===== config.mk =====
export PLATFORM = sky130hd
export DESIGN_NAME = icache_direct
export DESIGN_NICKNAME = d
export VERILOG_FILES = /design/src/rtl/icache_direct_pkg.sv /design/src/rtl/icache_line_ram.sv /design/src/rtl/icache_direct.sv
export SDC_FILE = /design/constraint.sdc
export NUM_CORES = 2
export LEC_CHECK = 0
export CAP_MARGIN = 30
export CORE_MARGIN = 5
export CORE_UTILIZATION = 30
export DETAILED_ROUTE_END_ITERATION = 10
export PLACE_DENSITY = 0.56
export RECOVER_POWER = 100
export SLEW_MARGIN = 15
export SYNTH_ARGS = -nofsm -noshare
export SYNTH_HDL_FRONTEND = slang
export SYNTH_SLANG_ARGS = --single-unit

===== constraint.sdc =====
create_clock -name clk -period 8.64 [get_ports clk]
set_clock_uncertainty 0.1 [all_clocks]
set_input_delay 0.864 -clock clk [delete_from_list [all_inputs] [get_ports clk]]
set_output_delay 0.864 -clock clk [all_outputs]
set_load 0.02 [all_outputs]

===== src/rtl/icache_direct_pkg.sv =====
// Shared types for the direct-mapped instruction cache.
//   ibus_req_t / ibus_resp_t : CPU fetch port (valid+addr in, addr_ok/data_ok/data out)
//   cbus_req_t / cbus_resp_t : memory-side burst port toward the arbiter
//   MSIZE4 / MLEN4           : size is log2(bytes per beat), len is beats minus one
//   icache_state_t           : refill FSM states
package icache_direct_pkg;

  typedef struct packed {
    logic        valid;
    logic [31:0] addr;
  } ibus_req_t;

  typedef struct packed {
    logic        addr_ok;
    logic        data_ok;
    logic [31:0] data;
  } ibus_resp_t;

  typedef struct packed {
    logic        valid;
    logic        is_write;
    logic [2:0]  size;
    logic [31:0] addr;
    logic [3:0]  strobe;
    logic [31:0] data;
    logic [3:0]  len;
  } cbus_req_t;

  typedef struct packed {
    logic        okay;
    logic        last;
    logic [31:0] data;
  } cbus_resp_t;

  localparam logic [2:0] MSIZE4 = 3'd2;
  localparam logic [3:0] MLEN4  = 4'd3;

  typedef enum logic {
    IDLE  = 1'b0,
    FETCH = 1'b1
  } icache_state_t;

  // cbus len field for a burst of 'words' beats
  function automatic logic [3:0] burst_len(input int words);
    return 4'(words - 1);
  endfunction

endpackage


===== src/rtl/icache_line_ram.sv =====
// Word array holding all cache line data.
//   clk   : clock
//   we    : write enable (one word per cycle)
//   waddr : write word address {index, word}
//   wdata : write data
//   raddr : asynchronous read word address {index, word}
//   rdata : asynchronous read data
module icache_line_ram #(
  parameter int ADDR_BITS = 6
) (
  input  logic                 clk,
  input  logic                 we,
  input  logic [ADDR_BITS-1:0] waddr,
  input  logic [31:0]          wdata,
  input  logic [ADDR_BITS-1:0] raddr,
  output logic [31:0]          rdata
);

  logic [31:0] mem [2**ADDR_BITS];

  always_ff @(posedge clk) begin
    if (we) mem[waddr] <= wdata;
  end

  assign rdata = mem[raddr];

endmodule


===== src/rtl/icache_direct.sv =====
// Direct-mapped read-only instruction cache.
//   clk    : clock
//   resetn : synchronous active-low reset
//   ireq   : CPU fetch request (valid, addr)
//   iresp  : CPU fetch response (addr_ok, data_ok, data); hits answer in the same cycle
//   creq   : line refill burst request toward the arbiter
//   cresp  : refill beats (okay, last, data)
//
// state | meaning
// IDLE  | serve hits combinationally; a miss latches the line base and moves to FETCH
// FETCH | one read burst in flight; each okay beat fills the next word, last beat validates the line
module icache_direct
  import icache_direct_pkg::*;
#(
  parameter int OFFSET_BITS = 4,
  parameter int INDEX_BITS  = 4
) (
  input  logic       clk,
  input  logic       resetn,
  input  ibus_req_t  ireq,
  output ibus_resp_t iresp,
  output cbus_req_t  creq,
  input  cbus_resp_t cresp
);

  localparam int WORD_BITS      = OFFSET_BITS - 2;
  localparam int WORDS_PER_LINE = 2**WORD_BITS;
  localparam int TAG_BITS       = 32 - INDEX_BITS - OFFSET_BITS;
  localparam int SETS           = 2**INDEX_BITS;
  localparam int LINE_BITS      = TAG_BITS + INDEX_BITS;
  localparam int RAM_BITS       = INDEX_BITS + WORD_BITS;

  icache_state_t         state;
  logic [SETS-1:0]       valid_q;
  logic [TAG_BITS-1:0]   tag_q [SETS];
  logic [LINE_BITS-1:0]  line_q;
  logic [WORD_BITS-1:0]  cnt_q;

  logic [TAG_BITS-1:0]   req_tag;
  logic [INDEX_BITS-1:0] req_index;
  logic [WORD_BITS-1:0]  req_word;
  logic [TAG_BITS-1:0]   line_tag;
  logic [INDEX_BITS-1:0] line_index;
  logic                  hit;
  logic                  fill_we;
  logic                  fill_done;
  logic [31:0]           ram_rdata;
  logic                  unused_addr_lsb;

  assign req_tag    = ireq.addr[31 -: TAG_BITS];
  assign req_index  = ireq.addr[OFFSET_BITS +: INDEX_BITS];
  assign req_word   = ireq.addr[OFFSET_BITS-1:2];
  assign line_tag   = line_q[LINE_BITS-1:INDEX_BITS];
  assign line_index = line_q[INDEX_BITS-1:0];

  // Word fetches only; byte offset within the word carries no information.
  assign unused_addr_lsb = ^ireq.addr[1:0];

  assign hit = (state == IDLE) && ireq.valid && valid_q[req_index] &&
               (tag_q[req_index] == req_tag);

  assign fill_we   = (state == FETCH) && cresp.okay;
  assign fill_done = fill_we && cresp.last;

  icache_line_ram #(
    .ADDR_BITS(RAM_BITS)
  ) u_line_ram (
    .clk  (clk),
    .we   (fill_we),
    .waddr({line_index, cnt_q}),
    .wdata(cresp.data),
    .raddr({req_index, req_word}),
    .rdata(ram_rdata)
  );

  always_ff @(posedge clk) begin
    if (!resetn) begin
      state   <= IDLE;
      valid_q <= '0;
      cnt_q   <= '0;
      line_q  <= '0;
    end else begin
      case (state)
        IDLE: begin
          if (ireq.valid && !hit) begin
            line_q <= ireq.addr[31:OFFSET_BITS];
            state  <= FETCH;
          end
        end
        FETCH: begin
          if (cresp.okay) begin
            if (cresp.last) begin
              valid_q[line_index] <= 1'b1;
              cnt_q               <= '0;
              state               <= IDLE;
            end else begin
              cnt_q <= cnt_q + 1'b1;
            end
          end
        end
        default: state <= IDLE;
      endcase
    end
  end

  // Tags need no reset: valid_q guards every use.
  always_ff @(posedge clk) begin
    if (fill_done) tag_q[line_index] <= line_tag;
  end

  // Outputs are forced quiet while resetn is low so the reset cycle itself is clean.
  always_comb begin
    iresp = '0;
    creq  = '0;
    if (resetn) begin
      if (hit) begin
        iresp.addr_ok = 1'b1;
        iresp.data_ok = 1'b1;
        iresp.data    = ram_rdata;
      end
      if (state == FETCH) begin
        creq.valid    = 1'b1;
        creq.is_write = 1'b0;
        creq.size     = MSIZE4;
        creq.addr     = {line_q, {OFFSET_BITS{1'b0}}};
        creq.len      = burst_len(WORDS_PER_LINE);
      end
    end
  end

  // A last beat must coincide with the final word of the line.
  a_full_burst: assert property (@(posedge clk) disable iff (!resetn)
    fill_done |-> (cnt_q == WORD_BITS'(WORDS_PER_LINE - 1)));

endmodule

# Word-level counts from Yosys, hierarchy flattened
# Memories as Yosys holds them, arrays and structs flattened.
# Cells that the tools add are included.
[totals]
memories = 2
wordCells = 43
reg_bits = 47
ram_bits = 2432
[mem_list]
columns = ["name", "depth", "width", "read_ports", "rd_clocked_by_memory_dff", "write_ports", "line_no", "text"]
rows = [
  ["u_line_ram.mem", 64, 32, 1, 0, 1, "icache_line_ram.sv:19", "logic [31:0] mem [2**ADDR_BITS];"],
  ["tag_q", 16, 24, 1, 0, 1, "icache_direct.sv:35", "logic [TAG_BITS-1:0] tag_q [SETS];"],
]
[classes]
n_lt_le_gt_ge = 3
eq_ne = 1
muxes = 19
reduce_logical = 11
addsub = 1
n_bitwise = 2
[op_table]
columns = ["op", "n"]
rows = [
  ["$mux 37", 2],
  ["$mux 34", 2],
  ["$eq 24x24->1", 1],
  ["$or 16x16->16", 1],
  ["$lt 4x5->1 const B", 2],
  ["$mux 1", 9],
  ["$logic_and 1x1->1", 7],
  ["$mux 2", 3],
  ["$bmux 1 s4", 1],
  ["$demux 1 s4", 1],
  ["$ge 4x1->1 const B", 1],
  ["$reduce_and 2->1", 2],
  ["$reduce_and 3->1", 1],
  ["$add 2x1->2 const B", 1],
  ["$pmux 1 s2", 1],
  ["$logic_not 1->1", 1],
  ["$not 1->1", 1],
]

# Logic depth before layout (Yosys ltp)
[depth]
word_depth = 8
ltp_mapped = 14
ltp_nobuf = 8

# Hierarchy
# Synthesis repeated with hierarchy kept, for this count alone.
[unflattened]
hier_cells = 4472
hier_area_um2 = 96527.6
[modules_own_cells]
columns = ["mod", "cells_per_inst", "instances", "area_each_um2"]
rows = [
  ["icache_line_ram", 3292, 1, 77874.7],
  ["icache_direct", 1180, 1, 18652.9],
]

# Worst setup path before layout
# No wires, ideal clock.
[synth_timing]
kind = "input to output"
startpoint = "input port ireq[2] (netlist bit)"
endpoint = "output port iresp[0] (netlist bit)"
t_required_ns = 7.676
path_stages = 7
path_slack_ns = 4.057
arrival_ns = 3.619
path_buffers = 3
cell_sequence = "clkbuf_1 clkbuf_1 clkbuf_1 mux4_2 mux4_2 mux4_2 nor2b_1"
[synth_lines]
columns = ["element", "line_no", "text"]
rows = [
  ["start, declared", "icache_direct.sv:20", "input ibus_req_t ireq,"],
  ["end, declared", "icache_direct.sv:21", "output ibus_resp_t iresp,"],
]

==> results_dict.tcl <==
set metrics [dict create \
    maxCapViolations 137 \
    finalHoldViolations 0 \
    avgSynthCellArea_um2 23.7 \
    seq_area_frac_synth_pct 77.0 \
    cts_buffers 244 \
    grt-ovfl-total 0 \
    setup-tns-final_ns 0 \
    ctsHtreeMaxLevel 4 \
    slew_headroom_pct -104 \
    dp_hpwl_um 131000 \
    slew_violations 4160 \
    rows 207 \
    p_sw_share_pct 21.0 \
    synth_top_area_share_pct 76.0 \
    cts_buffer_depth 4 \
    grt_max_degree 106 \
    ctsHoldBuffers 0 \
    status "finished with violations" \
    dr_wl_met3_um 13700 \
    ys_ff_latch 2479 \
    drive_gt1_share_pct 26.2 \
    worstSetupPathType "in -> out" \
    drc 0 \
    die-area_um2 332000 \
    setup_violations 0 \
    synth_cells 4059 \
    final_common_cell "edfxtp_1" \
    timing.hold.ws_ns 0.362 \
    io_pins 180 \
    clkSinkCount 2479 \
    timing.final.crit_period_ns 7.12 \
    p_int_w 0.0196 \
    routed_wl_um 234000 \
    crit_buf_inv 4 \
    mostFrequentLayoutCells "edfxtp_1 (2432), mux4_2 (754), clkbuf_16 (246)" \
    fillers 29261 \
    grt_pass1_wl_um 335000 \
    fmax_mhz 140 \
    post_cts_buffers 0 \
    ys_warn_count 0 \
    clk_latency_ns 0.88 \
    routed.top_layer "met5" \
    min_path_type "reg -> reg" \
    die_w_um 576 \
    cp_data_arrival_time_ns 6.15 \
    synth_ff_type "edfxtp_1" \
    start_kind "input pin" \
    synthArstFlopShare_pct 0 \
    violations "max-capacitance violations, max-slew violations" \
    die_h_um 576 \
    avgViaCountPerCell 4.99 \
    worstMarginPinSlew_ns 3.07 \
    rsz0062_at_grt "no" \
    ys_types 50 \
    power.leakage_nw 33.4 \
    ant_nets 0 \
    dr.pass1.iters 5 \
    cts_resized 0 \
    synth-edff-count 2432 \
    nNetsFinal 4416 \
    p_seq_share_pct 53.9 \
    syn2layout_area_growth_pct 14.6 \
    cts_tree "done" \
    clk_pin_slew_ns 0.06 \
    grt_pass1_vias 44695 \
    switchingPower_w 0.00520 \
    r2r-start "state$_SDFF_PN0_" \
    critPathSlowestCell "clkbuf_1" \
    wl_met1_um 97700 \
    initial_core_util_pct 30.2 \
    hp-start "valid_q[2]$_SDFFE_PN0P_" \
    wl_met2_um 118000 \
    drt_iter0_markers 4162 \
    synthesis.area_um2 96100 \
    crit_fanout 57 \
    startpoint "ireq[5]" \
    period_share_pct 82.4 \
    yosys-top-cells-area "edfxtp_1 (76%), mux4_2 (18%), dfxtp_1 (0.98%)" \
    vias 43533 \
    track_usage_pct 13.8 \
    place_area_um2 103000 \
    cpPeakStageDelay_ns 1.39 \
    required_ns 7.68 \
    clockPowerShare_pct 41.2 \
    cp_common_cell "mux2i_1" \
    wl_per_cell_um 26.9 \
    peakVddDrop_mv 0.183 \
    antenna_found_initial 34 \
    worstPathCellList "buf_6, clkbuf_1, mux4_2, mux2i_1, mux2i_1, xnor2_1, nand4_1, nor4b_4, nand3_2, buf_4, nor2b_1, dlygate4sd3_1" \
    final_area_um2 110000 \
    gp_congestion 0.746 \
    core_um2 318000 \
    pwr_density_cell_nw_per_um2 225 \
    crit_path_end_kind "output port" \
    cts-root-buf "clkbuf_16" \
    synth_top_area_cell "edfxtp_1" \
    cpLargestDelayFamily "buffers and inverters" \
    comb_power_share_pct 4.9 \
    port_buffers 132 \
]
## cell usage after synthesis, drive strengths merged, types with 2 or more instances
cell type	n
xnor2	18
a221oi	2
nor2	87
dfxtp	47
and3	30
a21boi	2
and2	3
buf	130
nand3	37
clkbuf	156
nor3	6
edfxtp	2432
or3	4
nand4	91
nand4b	28
a22oi	8
nand2b	7
nand2	25
a22o	3
a21oi	5
a21o	3
xor2	15
o21ai	5
a31oi	2
mux4	760
nor2b	45
mux2	4
mux2i	73
o21a	16
## power groups by stage
stage	clock network [W]	logic, W	registers [W]
6_report	0.0102	0.00121	0.0134
5_1_grt	0.0110	0.00129	0.0134
3_5_place_dp	0	0.00124	0.0136
4_1_cts	0.0105	0.00125	0.0133
3_3_place_gp	0	0.00122	0.0136
2_1_floorplan	0	0.000733	0.0136
## area by class of cell
class,instances,area [um2],share of cell area (%)
inverter,1,3.75,0.00341
timing repair buffer,284,2080,1.89
clock buffer,303,6410,5.82
sequential,2479,74000,67.2
multi-input combinational,1337,21200,19.2
tap,4180,5230,4.75
clock inverter,133,1160,1.06
antenna,7,17.5,0.0159
## registers in the layout, summed over array words and instances, names as in the netlist
name / flops
valid_q: 16
u_line_ram.mem: 2048
state: 1
tag_q: 384
line_q: 28
cnt_q: 2
## per-layer routing
layer	GRT usage, %	vias up
met4	2.99	2
met2	23.5	1393
li1	-	17974
met3	2.11	331
met1	18.8	23833
met5	0	-
## metrics by stage
step           total power [W]  utilization, %  worst slack (ns)  std cells
2_1_floorplan           0.0143               -              4.06       4103
3_3_place_gp            0.0148            32.3              2.33       8249
3_5_place_dp            0.0148            32.4              2.37       8255
4_1_cts                 0.0250            34.7              2.36       8691
5_1_grt                 0.0256            34.6              1.11       8720
6_report                0.0248            34.6              1.52       8724
## path summary, 6_finish.rpt
check,endpoint,slack [ns],cells after the start
setup reg to reg,u_line_ram.mem[19][3]$_DFFE_PP_,2.28,7
setup / recovery,iresp[29],1.52,12
hold / removal,valid_q[2]$_SDFFE_PN0P_,0.36,1
hold reg to reg,valid_q[2]$_SDFFE_PN0P_,0.36,1
## cell families after synthesis
logic type	synth area share (%)
flops	77.0
mux	18.7
simple gates	2.15
buf+inv	1.46
compound gates	0.427
xor+xnor	0.301
other cells	0.00390
No activity file was read; power rests on OpenSTA's default activity.
